`src/rtl/rom_io_if.sv`:
```
// Pad-to-ROM read interface: synchronises cs_pad, sequences a wait-stated ROM access, registers data.
// Optional even parity output on par_pad when ROM_IO_PARITY_EN is defined.
module rom_io_if #(
  parameter int unsigned ADDR_W      = 10,
  parameter int unsigned DATA_W      = 32,
  parameter int unsigned SYNC_STAGES = 2,
  parameter int unsigned WAIT_CYCLES = 2
) (
  input  logic              clk,
  input  logic              rst_n,
  input  logic [ADDR_W-1:0] adr_pad,
  input  logic              cs_pad,
  output logic [ADDR_W-1:0] adr_rom,
  output logic              cs_rom,
  input  logic [DATA_W-1:0] d_o_rom,
  output logic [DATA_W-1:0] d_o_pad,
  output logic              d_oe_pad,
  output logic              rdy_pad,
  output logic              busy
`ifdef ROM_IO_PARITY_EN
  ,
  output logic              par_pad
`endif
);

  localparam int unsigned      CNT_W    = $clog2(WAIT_CYCLES) + 1;
  localparam logic [CNT_W-1:0] CNT_LAST = CNT_W'(WAIT_CYCLES - 1);

  typedef enum logic [1:0] {StIdle, StAccess, StDone} state_t;

  state_t              r_state, w_state_nxt;
  logic [SYNC_STAGES-1:0] r_sync;
  logic                w_cs_s;
  logic [CNT_W-1:0]    r_cnt, w_cnt_nxt;
  logic [ADDR_W-1:0]   r_adr, w_adr_nxt;
  logic [DATA_W-1:0]   r_dat, w_dat_nxt;
  logic                r_cs_rom, w_cs_rom_nxt;
  logic                r_rdy, w_rdy_nxt;
  logic                r_oe, w_oe_nxt;
  logic                w_load;

  // cs_pad is asynchronous; only the last synchroniser stage may reach the FSM
  assign w_cs_s = r_sync[SYNC_STAGES-1];

  always_ff @(posedge clk or negedge rst_n) begin
    if (!rst_n) begin
      r_sync   <= '0;
      r_state  <= StIdle;
      r_cnt    <= '0;
      r_adr    <= '0;
      r_dat    <= '0;
      r_cs_rom <= 1'b0;
      r_rdy    <= 1'b0;
      r_oe     <= 1'b0;
    end else begin
      r_sync   <= {r_sync[SYNC_STAGES-2:0], cs_pad};
      r_state  <= w_state_nxt;
      r_cnt    <= w_cnt_nxt;
      r_adr    <= w_adr_nxt;
      r_dat    <= w_dat_nxt;
      r_cs_rom <= w_cs_rom_nxt;
      r_rdy    <= w_rdy_nxt;
      r_oe     <= w_oe_nxt;
    end
  end

  always_comb begin
    w_state_nxt  = r_state;
    w_cnt_nxt    = r_cnt;
    w_adr_nxt    = r_adr;
    w_dat_nxt    = r_dat;
    w_cs_rom_nxt = r_cs_rom;
    w_rdy_nxt    = r_rdy;
    w_oe_nxt     = r_oe;
    w_load       = 1'b0;
    unique case (r_state)
      StIdle: begin
        if (w_cs_s) begin
          w_state_nxt  = StAccess;
          w_adr_nxt    = adr_pad;
          w_cs_rom_nxt = 1'b1;
          w_cnt_nxt    = '0;
        end
      end
      StAccess: begin
        // cs_s is deliberately ignored here so an access always runs to completion
        if (r_cnt == CNT_LAST) begin
          w_state_nxt  = StDone;
          w_load       = 1'b1;
          w_dat_nxt    = d_o_rom;
          w_cs_rom_nxt = 1'b0;
          w_rdy_nxt    = 1'b1;
          w_oe_nxt     = 1'b1;
        end else begin
          w_cnt_nxt = r_cnt + 1'b1;
        end
      end
      StDone: begin
        if (!w_cs_s) begin
          w_state_nxt = StIdle;
          w_rdy_nxt   = 1'b0;
          w_oe_nxt    = 1'b0;
        end
      end
      default: begin
        w_state_nxt  = StIdle;
        w_cs_rom_nxt = 1'b0;
        w_rdy_nxt    = 1'b0;
        w_oe_nxt     = 1'b0;
      end
    endcase
  end

`ifdef ROM_IO_PARITY_EN
  logic r_par;

  always_ff @(posedge clk or negedge rst_n) begin
    if (!rst_n) begin
      r_par <= 1'b0;
    end else if (w_load) begin
      r_par <= ^d_o_rom;
    end
  end

  assign par_pad = r_par;
`endif

  assign adr_rom  = r_adr;
  assign cs_rom   = r_cs_rom;
  assign d_o_pad  = r_dat;
  assign d_oe_pad = r_oe;
  assign rdy_pad  = r_rdy;
  assign busy     = (r_state != StIdle);

endmodule

```
`config.mk`:
```
export PLATFORM = sky130hd
export DESIGN_NAME = rom_io_if
export DESIGN_NICKNAME = d
export VERILOG_FILES = /design/src/rtl/rom_io_if.sv
export SDC_FILE = /design/constraint.sdc
export NUM_CORES = 1
export LEC_CHECK = 0
export ABC_AREA = 1
export ABC_CLOCK_PERIOD_IN_PS = 1350
export CAP_MARGIN = 20
export CORE_ASPECT_RATIO = 2
export CORE_MARGIN = 8
export CORE_UTILIZATION = 30
export CTS_CLUSTER_SIZE = 28
export DETAILED_ROUTE_END_ITERATION = 7
export DONT_BUFFER_PORTS = 1
export SYNTH_ARGS = -nofsm -noshare
export SYNTH_HDL_FRONTEND = slang
export SYNTH_SLANG_ARGS = --single-unit
```
`constraint.sdc`:
```
create_clock -name clk -period 1.35 [get_ports clk]
set_clock_uncertainty 0.2 [all_clocks]
set_input_delay 0.27 -clock clk [delete_from_list [all_inputs] [get_ports clk]]
set_output_delay 0.27 -clock clk [all_outputs]
set_load 0.02 [all_outputs]
```
==> run metrics <==
All-Layer GR Usage=11.3%; nature of the critical path endpoint=primary output; Hold Fails Final Rpt=50; Pre-antenna DRT Iters=4; Power Density=2580 nW/µm²; post-synthesis instance total=218; routability cong.=0.645; Routed WL=5.44 mm; R2R Path Start=r_state[1]$_DFFE_PN0P_; # H-tree levels=2; DP Wirelength=3.36 mm; Overflow after GRT=0; Crit. Startpoint=r_state[1]$_DFFE_PN0P_; Die Y-Extent=133 µm; largest family of logic cells by synthesized area=simple AND/OR/NAND/NOR gates; leakage power=1.54 nW; Period Utilization, post-route=108%; hold buffers post-CTS=43; slowest CP cell=dfrtp_1; status=finished, violations left; largest net degree at the start of global routing=51; post-synthesis register bit count=50; RSZ-0062 raised after global routing=true; number of global-route vias before repair=1789; Die Span X=74.5 µm; Critical Path AT=0.99 ns; failing checks=negative hold slack, negative setup slack; Reg clk slew, reported paths=0.07 ns; final net count=320; Root Buffer=clkbuf_16; Mapped Area=2050 µm²; Initial DRC Count=59; Initial Util=31.0%; Final Max Tran Viols=0; clock sink count=50; worst-path fanout max=2; Top delay family on crit path=flip-flops; R2R Path End=d_o_pad[27]$_DFFE_PN0P_; Synth Area in Compound Gates=10.2%; post-synthesis mux area share=0%; worst min path class=input pin to asynchronous set/reset pin; Fmax=0.686 GHz; WP buf/inv=2; Mapped Avg Cell Area=9.41 µm²; hold slack final=-0.528 ns; Crit. path cell count=3; post-route ant nets=0; cts bufs inserted=5; Critical Path Max Stage Delay=0.41 ns; Worst-Skew Late Latency=0.28 ns; io pins=91; CTS Buffer Depth=2; Synth-to-Final Area Change=45.0%; IR drop worst, VDD=1570 µV; fin crit period=1.46 ns; worst setup slack after placement=-0.0817 ns; final setup vio count=34; MaxCap Viol Count=0; Crit path required time=0.88 ns; WS Path Type=flop to primary output; Synth Area in XOR/XNOR=0%; FF-to-FF path depth=7; syn nets=264; post-synthesis sequential area ratio=61.0%; Syn. warnings=0; via count=1587; initial antenna violation count=0; worst path cell trace=nor2_4 > buf_6 > inv_4; type of origin of the critical path=flop; Distinct cells, synth=16; final core occ=44.9%; measured slew at the worst slew-check pin=0.273 ns; Vias/cell=4.37; Die ar.=9900 µm²; Core Area=6620 µm²; crit path to=busy; FILL cells=615; Adder-Cell Fraction of Synth Area=0.610%; Final WS setup=-0.108 ns; drt wl/cell=15.0 µm; Buffers on Ports=0; CTS tree=yes; simple-gate portion of the synthesized area=16.1%; layout cell share with drive strength beyond 1=17.5%; Slew headroom=81.8%; R2R setup slack=-0.09 ns; first-pass GRT wire length=8.63 mm; ant diodes=0; remaining routing DRC violations=0; Rows=42
-- area by class of cell --
| cell class | count | area (µm²) | share of cell area, % |
|---|---|---|---|
| clock inverters | 2 | 60.1 | 2.02 |
| inverters | 43 | 166 | 5.59 |
| flip-flops and latches | 50 | 1250 | 42.1 |
| well taps | 88 | 110 | 3.70 |
| repair buffers | 60 | 652 | 21.9 |
| multi-input cells | 114 | 596 | 20.0 |
| clock buffers | 6 | 139 | 4.67 |
-- routing by layer --
| layer | track usage [%] | part of all wire (%) |
|---|---|---|
| met2 | 20.1 | 54 |
| met3 | 3.86 | 9.1 |
| met1 | 11.2 | 35 |
| met4 | 4.62 | 1.7 |
| met5 | 0 | 0 |
-- registers in the layout, summed over array words and instances (netlist names) --
| name | count |
|---|---|
| d_o_pad | 32 |
| adr_rom | 10 |
| r_cnt | 2 |
| r_state | 2 |
| r_sync | 2 |
| cs_rom | 1 |
| d_oe_pad | 1 |
-- per-stage QoR --
stage | total power [mW] | std cells | hold WS [ns] | setup TNS, ns | area [µm²]
floorplan | 4.88 | 218 | -0.226 | -0.195 | 2060
global placement | 5.32 | 304 | -0.224 | -0.703 | 2170
detailed placement | 5.40 | 304 | -0.224 | -2.09 | 2170
CTS | 7.71 | 362 | -0.542 | -2.69 | 2960
global route | 8.22 | 363 | -0.550 | -4.17 | 2980
finish | 7.68 | 363 | -0.528 | -2.65 | 2980
-- worst reg2reg max path, cell delays in order, from the launching register on --
cell,delay (ns)
dfrtp_1,0.41
buf_4,0.16
inv_4,0.06
nand3_4,0.08
buf_12,0.15
buf_12,0.15
nand2_1,0.07
o21ai_1,0.07
-- worst min path at each step --
stage / start / depth (start not counted) / to
after global routing: rst_n / 0 / d_o_pad[23]$_DFFE_PN0P_
after global placement: rst_n / 0 / d_o_pad[26]$_DFFE_PN0P_
final: rst_n / 0 / d_o_pad[28]$_DFFE_PN0P_
after detailed placement: rst_n / 0 / d_o_pad[24]$_DFFE_PN0P_
after floorplan: rst_n / 0 / adr_rom[0]$_DFFE_PN0P_
after CTS: rst_n / 0 / d_o_pad[26]$_DFFE_PN0P_
-- cell usage in the layout, fill, tap and decap left out --
cell type and instances:
nand2_1 60, dfrtp_1 49, dlygate4sd3_1 43, inv_1 40, o21ai_1 18, o21ai_2 12
nand3_1 12, buf_4 9, clkbuf_16 5, o21ai_0 3, buf_12 3, buf_6 3
inv_4 2, nand2_2 2, nand4_1 2, bufinv_16 2, inv_2 1, nor2_4 1
nand3_4 1, nand2_4 1, nand3_2 1, ha_4 1, clkbuf_8 1, buf_16 1
bufbuf_16 1, dfrtp_2 1
-- synth_stat cells, drive strengths merged --
cell type  number  area, µm²
buf             9       78.8
clkbuf          2       7.51
dfrtp          50       1250
ha              1       12.5
inv            43        161
nand2          63        239
nand3          14       75.1
nand4           2       12.5
nor2            1       3.75
o21ai          33        210
-- kinds of logic (layout without fill, tap and decap cells) --
kind of cell	Yosys count	count (layout)
adder cells (fa/ha/maj)	1	1
AO/OA/AOI/OAI	33	33
AND/OR/NAND/NOR	80	80
flip-flops	50	50
buffers and inverters	54	111
-- power by group --
part	internal, mW	switching [mW]
Combinational	1.22	1.26
Clock	1.11	0.529
Sequential	2.22	1.35
Total	4.55	3.13
-- what timing repair did --
item                                    4_1_cts  5_1_grt
endpoints found under the hold margin        93       50
endpoints found under the setup margin       36       43
gates resized for setup                      14        4
pin swaps                                     1        1
setup buffers                                 5        1
gates cloned                                  2        0
No activity file was read; power rests on OpenSTA's default activity.
